<file path="src/rtl/mul_bfloat16_out_stage.sv">
// rtl/mul_bfloat16_out_stage.sv - registered skid-buffered output stage for the bfloat16 multiplier
//
// Captures the multiplier result word and 8-bit status under a valid/ready
// handshake. It uses a two-entry (main + skid) buffer, so in_ready can come
// straight from a flop and the stage still moves one item per cycle. It also
// keeps sticky exception flags and a wrap-around delivered-result counter.
//
// Optional feature: define MUL_BF16_OUT_STAGE_CANON_NAN_EN to replace any NaN
// result with the canonical quiet NaN as it is captured.
//
// Ports:
//   clk, rst            clock, synchronous active-high reset
//   in_valid/in_ready   upstream handshake (in_ready is a flop output)
//   in_o, in_status     multiplier result word and status (DW bit order)
//   out_valid/out_ready downstream handshake
//   out_data/out_status registered result and its status
//   flags_sticky        OR of in_status over accepted items since reset/clear
//   flags_clr           single-cycle clear of flags_sticky
//   res_cnt             delivered-result count, modulo 2^CNT_W
module mul_bfloat16_out_stage #(
    parameter int N_SIG  = 7,
    parameter int N_EXP  = 8,
    parameter int N_DATA = N_EXP + N_SIG + 1,
    parameter int CNT_W  = 16
) (
    input  logic              clk,
    input  logic              rst,
    input  logic              in_valid,
    output logic              in_ready,
    input  logic [N_DATA-1:0] in_o,
    input  logic [7:0]        in_status,
    output logic              out_valid,
    input  logic              out_ready,
    output logic [N_DATA-1:0] out_data,
    output logic [7:0]        out_status,
    output logic [7:0]        flags_sticky,
    input  logic              flags_clr,
    output logic [CNT_W-1:0]  res_cnt
);

    typedef enum logic [1:0] {S_EMPTY, S_ONE, S_FULL} state_t;

    state_t             state_q, state_d;
    logic               in_ready_q, in_ready_d;
    logic               out_valid_q, out_valid_d;
    logic [N_DATA-1:0]  main_data_q, main_data_d;
    logic [7:0]         main_status_q, main_status_d;
    logic [N_DATA-1:0]  skid_data_q, skid_data_d;
    logic [7:0]         skid_status_q, skid_status_d;
    logic [7:0]         flags_q, flags_d;
    logic [CNT_W-1:0]   cnt_q, cnt_d;

    logic               accept;
    logic               deliver;
    logic [N_DATA-1:0]  in_data_c;

    assign accept  = in_valid && in_ready_q;
    assign deliver = out_valid_q && out_ready;

`ifdef MUL_BF16_OUT_STAGE_CANON_NAN_EN
    localparam logic [N_DATA-1:0] CANON_NAN =
        {1'b0, {N_EXP{1'b1}}, 1'b1, {(N_SIG-1){1'b0}}};
    logic is_nan;
    // NaN: exponent all ones and a nonzero significand (infinity is left alone).
    assign is_nan    = (&in_o[N_DATA-2 -: N_EXP]) && (|in_o[N_SIG-1:0]);
    assign in_data_c = is_nan ? CANON_NAN : in_o;
`else
    assign in_data_c = in_o;
`endif

    always_comb begin
        state_d       = state_q;
        main_data_d   = main_data_q;
        main_status_d = main_status_q;
        skid_data_d   = skid_data_q;
        skid_status_d = skid_status_q;
        case (state_q)
            S_EMPTY: begin
                if (accept) begin
                    main_data_d   = in_data_c;
                    main_status_d = in_status;
                    state_d       = S_ONE;
                end
            end
            S_ONE: begin
                if (accept && deliver) begin
                    main_data_d   = in_data_c;
                    main_status_d = in_status;
                end else if (accept) begin
                    // Consumer stalled: park the new item behind the head.
                    skid_data_d   = in_data_c;
                    skid_status_d = in_status;
                    state_d       = S_FULL;
                end else if (deliver) begin
                    state_d = S_EMPTY;
                end
            end
            S_FULL: begin
                // in_ready is low here, so only a deliver can happen.
                if (deliver) begin
                    main_data_d   = skid_data_q;
                    main_status_d = skid_status_q;
                    state_d       = S_ONE;
                end
            end
            default: state_d = S_EMPTY;
        endcase

        // Handshake outputs are precomputed from the next state so they are flops.
        out_valid_d = (state_d != S_EMPTY);
        in_ready_d  = (state_d != S_FULL);

        // A clear coinciding with an accept keeps the new item's status.
        flags_d = (flags_clr ? 8'h00 : flags_q) | (accept ? in_status : 8'h00);
        cnt_d   = cnt_q + CNT_W'(deliver);
    end

    always_ff @(posedge clk) begin
        if (rst) begin
            state_q       <= S_EMPTY;
            in_ready_q    <= 1'b1;
            out_valid_q   <= 1'b0;
            main_data_q   <= '0;
            main_status_q <= '0;
            skid_data_q   <= '0;
            skid_status_q <= '0;
            flags_q       <= '0;
            cnt_q         <= '0;
        end else begin
            state_q       <= state_d;
            in_ready_q    <= in_ready_d;
            out_valid_q   <= out_valid_d;
            main_data_q   <= main_data_d;
            main_status_q <= main_status_d;
            skid_data_q   <= skid_data_d;
            skid_status_q <= skid_status_d;
            flags_q       <= flags_d;
            cnt_q         <= cnt_d;
        end
    end

    assign in_ready     = in_ready_q;
    assign out_valid    = out_valid_q;
    assign out_data     = main_data_q;
    assign out_status   = main_status_q;
    assign flags_sticky = flags_q;
    assign res_cnt      = cnt_q;

endmodule

</file>
<file path="config.mk">
export PLATFORM = sky130hd
export DESIGN_NAME = mul_bfloat16_out_stage
export DESIGN_NICKNAME = d
export VERILOG_FILES = /design/src/rtl/mul_bfloat16_out_stage.sv
export SDC_FILE = /design/constraint.sdc
export NUM_CORES = 1
export LEC_CHECK = 0
export BUFFER_PORTS_ARGS = -buffer_cell sky130_fd_sc_hd__buf_2
export CORE_MARGIN = 2
export CORE_UTILIZATION = 53
export DETAILED_ROUTE_END_ITERATION = 10
export PLACE_DENSITY = 0.82
export SETUP_SLACK_MARGIN = 0.15
export SYNTH_ARGS = -nofsm -noshare
export SYNTH_HDL_FRONTEND = slang
export SYNTH_SLANG_ARGS = --single-unit
</file>
<file path="constraint.sdc">
create_clock -name clk -period 2.2 [get_ports clk]
set_input_delay 0.44 -clock clk [delete_from_list [all_inputs] [get_ports clk]]
set_output_delay 0.44 -clock clk [all_outputs]
set_load 0.05 [all_outputs]
</file>
## After elaboration in Yosys (flattened, before gate mapping)

Cells that the tools add are included.
W data, S select, Z words.

| word-level totals | value |
|---|---|
| logic and storage cells | 42 |
| flip-flop bits (word level) | 76 |
| input bits | 29 |
| output and inout port bits | 50 |

| cells by class | value |
|---|---|
| bitwise logic cells | 2 |
| equal/unequal tests | 6 |
| multiplexer cells | 16 |
| $add $sub $neg | 1 |
| reduce and logical (&&, ||, !) cells | 8 |

Operator list:

| cell | number |
|---|---|
| $mux W16 | 3 |
| $pmux W16 S3 | 1 |
| $mux W8 | 5 |
| $pmux W8 S3 | 1 |
| $add A16 B1 Y16 | 1 |
| $mux W2 | 5 |
| $ne A2 B2 Y1 const B | 4 |
| $or A8 B8 Y8 | 1 |
| $pmux W2 S3 | 1 |
| $reduce_and A4 Y1 | 1 |
| $logic_and A1 B1 Y1 | 3 |
| $reduce_and A3 Y1 | 1 |
| $reduce_bool A3 Y1 | 1 |
| $eq A2 B1 Y1 const B | 1 |
| $eq A2 B2 Y1 const B | 1 |
| $logic_not A2 Y1 | 1 |
| $reduce_bool A2 Y1 | 1 |
| $not A1 Y1 | 1 |

## Longest topological paths before layout

Gate-level depths: netlist (run 1).

| logic depth | value |
|---|---|
| word-level depth | 6 |
| gate-level depth with buffers | 8 |

## Worst setup path after synthesis (run 1)

Ideal clock, no wire load.

| path | value |
|---|---|
| path type | reg2reg |
| from | reg out_valid_q (netlist: out_valid) |
| to | reg cnt_q[10] (netlist: res_cnt[10]) |
| stages on the path, launching flop included | 9 |
| data arrival time | 2.003 ns |
| setup slack | 0.070 ns |
| required time | 2.072 ns |
| path buffers | 0 |
| setup time | 0.128 ns |
| clock period less this slack | 2.130 ns |
| cells stage by stage | dfxtp_1 > nand2_1 > inv_1 > ha_1 > ha_1 > nand3_1 > nor3_1 > xnor2_1 > nor2_1 |

| on the way | value |
|---|---|
| word-level cells in the longest chain between the ends | 2 |

RTL lines:

| what | RTL line | source |
|---|---|---|
| from (decl) | 45 | `logic out_valid_q, out_valid_d;` |
| from (signal assigned) | 132 | `out_valid_q <= out_valid_d;` |
| $logic_and A1 B1 Y1 | 58 | `assign deliver = out_valid_q && out_ready;` |
| $add A16 B1 Y16 | 115 | `cnt_d = cnt_q + CNT_W'(deliver);` |
| to (signal assigned) | 138 | `cnt_q <= cnt_d;` |
| to (decl) | 51 | `logic [CNT_W-1:0] cnt_q, cnt_d;` |

No other way between the ends.
A chain may end at the register's enable or synchronous reset.

## Final worst setup path (run 1)

Same ends and word-level chain as after synthesis.

==> reports/qor.yml, run 1 <==
cells_and_area:
  drive_gt1_share_pct: 30.0
  fin_area_um2: 3930
  nets: 459
  ff_latch_area_um2: 1520
  diodes: 0
  instances_no_fill: 508
  fillers: 476
  syn_to_final_growth_pct: 21.3
  multiInputGateArea_um2: 1580
detailed_routing:
  top_layer: "met4"
  viasPerCell: 5.42
  wl_met3_um: 491
  met2_length_um: 3300
  vias: 2751
  drc_errors: 0
  drt-met1-wl_um: 3150
  wl_per_cell_um: 13.9
  ant_nets: 0
  wl_um: 7060
  drtIter0Drc: 153
  dr.pass1.iters: 5
synthesis:
  syn_area_um2: 3240
  synth_edf_count: 0
  syn-instance-count: 355
  synth_flop_cell: "dfxtp_1"
  yosysUniqueCellTypes: 35
  yosysSeqAreaShare_pct: 47.0
  synth.net_count: 386
  ys_async_sr_fraction_pct: 0
  ys_warn_count: 0
  avgSynthCellArea_um2: 9.12
  ys_ff_latch: 76
job:
  drv_cap: 0
cts:
  post_cts_resized: 0
  clk_path_buf_depth: 2
  clock_latency_ns: 0.34
  cts_buffers: 9
  htree_levels: 3
  clk_pin_slew_worst_paths_ns: 0.08
  cts_root_buffer: "clkbuf_8"
  post_cts_buffers: 0
  holdBufCountCts: 0
  clock-sinks: 76
  tritoncts: "done"
floorplan:
  coreArea_um2: 5920
  start_util_pct: 54.7
  io_pins: 79
  dieArea_um2: 6750
  dieHeight_um: 82.2
  die-width_um: 82.2
  num_rows: 28
sta:
  min_period_ns: 1.75
  max_slew_margin_pct: 69.7
  slew_viol_final: 0
  setup_violations: 0
  fin_ws_ns: 0.454
  hold_ws_ns: 0.346
  min_period_over_period_pct: 79.4
  finalClockSkew_ns: 0.00858
  hold_viol_final: 0
  fmax_mhz: 573
  fin_tns_setup_ns: 0
  rsz0062_at_grt: "false"
  tightest_slew_ns: 0.455
placement:
  place_congestion: 0.835
  dpl-instance-area_um2: 3690
  dpl.cell_count: 492
  port-buffer-count: 78
  dp_hpwl_um: 4620
  dp_slack_ns: 0.276
worst_setup_path:
  path_class: "reg -> reg"
  cp_max_fo: 6
  crit_required_ns: 2.42
  cp.arrival_ns: 1.96
  critPathCaptureType: "register"
  startpoint_type: "register"
global_routing:
  grt_max_degree: 79
  grt_pass1_wl_um: 11300
  grt_use_total_pct: 21.7
  grt_pass1_vias: 2500
  grt-ovfl-total: 0
  antenna_found_initial: 0
power_and_ir_drop:
  ir_drop_mv: 0.484
  power_density_nw_per_um2: 897
  p_leak_uw: 0.00175
outcome:
  status: "completed"
hold_path:
  min_path_type: "in -> reg"
[logic make-up after synthesis]
family                     after synthesis  synth area share, %
and+or+nand+nor                        145                 21.0
AOI/OAI and AO/OA                       69                 16.8
adders and majority gates                2                0.773
muxes                                   24                 7.42
xor gates and xnor gates                 9                 2.44
buffers and inverters                   30                 4.56
DFF                                     76                 47.0
[stage by stage]
stage / util (%) / total power, µW
finish: 66.3 / 3520
CTS: 66.3 / 3550
floorplan: - / 2160
detailed placement: 62.3 / 2340
global route: 66.3 / 3670
global placement: 62.3 / 2320
[layer usage]
metal,track usage [%],up-vias
li1,-,1376
met1,27.7,1263
met2,34.4,98
met3,5.76,14
met4,9.83,0
met5,0,-
[synth_stat cells (4+ instances only)]
master | count | area, µm²
a211oi_2 | 20 | 250
nor2_1 | 22 | 82.6
a21oi_1 | 36 | 180
o21ai_0 | 4 | 20.0
buf_2 | 4 | 20.0
inv_1 | 6 | 22.5
nor3_1 | 27 | 135
mux2i_1 | 24 | 240
nand2b_1 | 4 | 25.0
nand4_1 | 5 | 31.3
xnor2_1 | 6 | 52.6
nor2b_1 | 10 | 62.6
nand2_1 | 60 | 225
buf_6 | 4 | 45.0
a211oi_1 | 4 | 30.0
nand3_1 | 5 | 25.0
dfxtp_1 | 76 | 1520
clkbuf_1 | 13 | 48.8
[cells in the final DEF (no fill, tap or decap), drive strengths merged, types with 2 or more instances in the layout]
cell type   n
clkbuf     12
ha          2
bufinv      2
xor2        3
and2        2
mux2i      24
nor2b      10
nand4       6
a211oi     24
inv         6
nand2b      4
a21oi      36
clkinv      2
nor4        4
nor3       28
nor2       22
buf        86
nand2      60
nand3       5
xnor2       6
o21ai       4
dfxtp      76
[registers in the layout, indices dropped and copies added (netlist names)]
register	flops
res_cnt	16
flags_sticky	8
skid_status_q	8
out_status	8
skid_data_q	16
out_data	16
out_valid	1
state_q	2
in_ready	1
[critical path: stages, from the launching register on]
cell and delay [ns]:
dfxtp_2 0.32, nand2_1 0.07, inv_1 0.11, ha_1 0.23, ha_1 0.32, nand3_1 0.14, nor3_1 0.24, xnor2_1 0.14
nor2_1 0.05
[path summary, 6_finish.rpt]
| check | cells past startpoint | end | startpoint | slack (ns) |
|---|---|---|---|---|
| worst min-delay path | 3 | skid_data_q[5] | in_o[5] | 0.35 |
| worst max register to register | 8 | res_cnt[10] | out_valid | 0.45 |
| worst max-delay path | 8 | res_cnt[10] | out_valid | 0.45 |
| worst min register to register | 2 | skid_data_q[11] | skid_data_q[11] | 0.46 |
[report_power, final]
group	leakage (µW)	internal [µW]	switching, µW
Clock	0.000122	728	490
Sequential	0.000622	1480	53.4
Combinational	0.00100	234	539
[final cells by class]
| cell class | count | area share [%] |
|---|---|---|
| multi-input cells | 249 | 40.2 |
| well taps | 75 | 2.39 |
| inverters | 6 | 0.574 |
| clock buffers | 12 | 4.21 |
| repair buffers | 86 | 12.1 |
| flip-flops and latches | 76 | 38.8 |
| clock inverters | 4 | 1.78 |
Note: power is estimated with default switching activity, not from simulation.
==> inputs of run 2 (changes only) <==
--- a/config.mk
+++ b/config.mk
@@ -7,9 +7,9 @@
 export LEC_CHECK = 0
 export BUFFER_PORTS_ARGS = -buffer_cell sky130_fd_sc_hd__buf_2
 export CORE_MARGIN = 2
-export CORE_UTILIZATION = 53
+export CORE_UTILIZATION = 48
 export DETAILED_ROUTE_END_ITERATION = 10
-export PLACE_DENSITY = 0.82
+export PLACE_DENSITY = 0.79
 export SETUP_SLACK_MARGIN = 0.15
 export SYNTH_ARGS = -nofsm -noshare
 export SYNTH_HDL_FRONTEND = slang
==> constraint.sdc (replaced) <==
create_clock -name clk -period 1.4 [get_ports clk]
set_input_delay 0.28 -clock clk [delete_from_list [all_inputs] [get_ports clk]]
set_output_delay 0.28 -clock clk [all_outputs]
set_load 0.05 [all_outputs]
==> run 2 against run 1 <==
  * The run now ends with setup timing left
  * Hold slack lost 0.17 ns
  * Maximum frequency grew 18%
  * Final cell count grew 4.9%
  * Clock-buffer cell count grew 1
  * Cell area grew 22%
==> reports/qor.yml, run 2 (synthesis results as in run 1) <==
sta:
  finalClockSkew_ns: 0.00832  # -0.000262 ns
  slew_viol_final: 0  # unchanged
  setup_violations: 3  # +3
  fin_ws_ns: -0.0814  # -0.535 ns
  hold_viol_final: 0  # unchanged
  max_slew_margin_pct: 77.9  # +8.2 points
  fin_tns_setup_ns: -0.122  # -0.122 ns
  min_period_over_period_pct: 106  # +26 points
  hold_ws_ns: 0.180  # -0.166 ns
  min_period_ns: 1.48  # -0.265 ns
  rsz0062_at_grt: "true"
  fmax_mhz: 675  # +18%
  tightest_slew_ns: 0.331  # -0.124 ns
power_and_ir_drop:
  power_density_nw_per_um2: 1220  # +36%
  clkPwrFrac_pct: 32.2  # -2.4 points
  sequentialPowerShare_pct: 41.1  # -2.3 points
  p_int_uw: 3960  # +62%
  p_comb_share_pct: 26.7  # +4.8 points
  p_switching_uw: 1890  # +75%
  ir_drop_mv: 0.580  # +20%
  p_leak_uw: 0.00212  # +22%
  switching_share_pct: 32.3  # +1.6 points
worst_setup_path:
  critPathCaptureType: "register"
  crit_slowest_cell: "dfxtp_4"
  path_class: "reg -> reg"
  crit_path_cell_trace: "and3b_2, o2bb2ai_4, or2_4, buf_6, a211oi_2"
  r2r-start: "in_ready"
  critPathTopFamily: "simple AND/OR/NAND/NOR gates"
  crit_required_ns: 1.65  # -0.77 ns
  cp.arrival_ns: 1.73  # -0.23 ns
  r2r_setup_slack_ns: -0.08  # -0.54 ns
  ff2ff_path_depth: 5  # -3
  reg2reg_to: "out_data[14]"
  slowest_delay_ns: 0.35  # +0.03 ns
  startpoint_type: "register"
  path_buf_inv: 1  # unchanged
  cp_max_fo: 5  # -1
placement:
  port-buffer-count: 78  # unchanged
  dp_hpwl_um: 5500  # +19%
  dpl.cell_count: 510  # +3.7%
  place_congestion: 0.847  # +1.4%
floorplan:
  dieArea_um2: 7420  # +9.9%
  start_util_pct: 50.4  # -4.3 points
  dieHeight_um: 86.1  # +4.8%
  die-width_um: 86.1  # +4.8%
  coreArea_um2: 6420  # +8.5%
  num_rows: 29  # +3.6%
  io_pins: 79  # unchanged
job:
  drv_cap: 0  # unchanged
cts:
  htree_levels: 3  # unchanged
  clock-sinks: 76  # unchanged
  clock_latency_ns: 0.35  # about the same
  holdBufCountCts: 0  # unchanged
  clk_pin_slew_worst_paths_ns: 0.08  # about the same
  clk_path_buf_depth: 2  # unchanged
  cts_root_buffer: "clkbuf_8"
  cts_buffers: 9  # unchanged
  tritoncts: "done"
hold_path:
  min_path_type: "in -> reg"
  whs_endpoint: "skid_data_q[12]"
  holdCritStartpoint: "in_o[12]"
  hold-path-cell-count: 3  # unchanged
global_routing:
  grt-ovfl-total: 0  # unchanged
  grt_max_degree: 45  # -43%
  grt_use_total_pct: 23.3  # +1.6 points
  antenna_found_initial: 0  # unchanged
  grt_pass1_wl_um: 13600  # +20%
  grt_pass1_vias: 2866  # +15%
cells_and_area:
  instances_no_fill: 533  # +4.9%
  syn_to_final_growth_pct: 47.7
  nets: 483  # +5.2%
  layout_common_cells: "dfxtp_1 (59), buf_2 (40), nand2_1 (34)"
  fillers: 401  # -16%
  layout_commonest_cell: "dfxtp_1"
  drive_gt1_share_pct: 52.0  # +22 points
  diodes: 0  # unchanged
outcome:
  violations: "setup timing"
  status: "complete, but fails checks"
detailed_routing:
  wl_um: 9010  # +28%
  dr.pass1.iters: 4  # -1
  viasPerCell: 5.66  # +4.5%
  vias: 3017  # +9.7%
  wl_per_cell_um: 16.9  # +22%
  drc_errors: 0  # unchanged
  ant_nets: 0  # unchanged
  drtIter0Drc: 139  # -9.2%
## run 2: changes by cell type in the layout (fill, tap and decap cells not counted), moves of 16 or more
cell      delta
a21oi_2     +25
clkbuf_4    +16
buf_4       +22
nand2_4     +21
buf_2       -38
dfxtp_1     -16
nand2_1     -26
a21oi_1     -25
## run 2: metal layers
metal	vias up	GRT usage (%)	routed length (µm)	share of wire (%)
met5	-	0	0	0
met1	1460	27.0	3680	41
met4	0	11.3	214	2.4
met2	104	41.9	4650	52
li1	1434	-	-	-
met3	19	3.18	464	5.1
## run 2: power by group through the flow
stage | Clock (µW) | Sequential [µW] | Combinational, µW
floorplan | 0 | 2850 | 563
global placement | 0 | 2440 | 1280
detailed placement | 0 | 2440 | 1310
CTS | 1890 | 2390 | 1420
global route | 2000 | 2420 | 1640
finish | 1880 | 2400 | 1560
## run 2: how the worst max path moves through the flow
stage                   start      endpoint  slack (ns)  cells after the start
finish               in_ready  out_data[14]       -0.08                      5
global route         in_ready  out_data[14]        -0.1                      5
CTS                 out_valid    res_cnt[8]        0.01                      7
detailed placement   in_valid  out_data[15]       -0.06                      6
global placement     in_valid  out_data[10]       -0.03                      6
floorplan           out_valid    res_cnt[8]        -0.1                      7
## run 2: cell type report
| class | instances | area, µm² | area share (%) |
|---|---|---|---|
| clock buffer | 13 | 191 | 4.00 |
| clock inverter | 2 | 36.3 | 0.759 |
| inverter | 6 | 25.0 | 0.523 |
| multi-input combinational | 249 | 1950 | 40.7 |
| sequential | 76 | 1570 | 32.7 |
| tap | 77 | 96.3 | 2.02 |
| timing repair buffer | 110 | 921 | 19.3 |
## run 2: worst reg2reg max path: stages (launching register included)
cell and delay (ns):
dfxtp_4 0.35, and3b_2 0.22, o2bb2ai_4 0.14, or2_4 0.28, buf_6 0.16, a211oi_2 0.25
## run 2: metrics by stage
stage	power (µW)	worst slack, ns	util (%)	area (µm²)
2_1_floorplan	3410	-0.0994	-	3390
3_3_place_gp	3720	-0.0281	61.8	3970
3_5_place_dp	3750	-0.0607	61.8	3970
4_1_cts	5700	0.0148	68.7	4410
5_1_grt	6060	-0.0993	74.4	4780
6_report	5850	-0.0814	74.4	4780
## run 2: what timing repair did
item	in CTS	in global routing
setup buffers	4	1
gates resized for setup	50	99
gates cloned	2	1
pin swaps	13	47
setup endpoints to repair	81	85
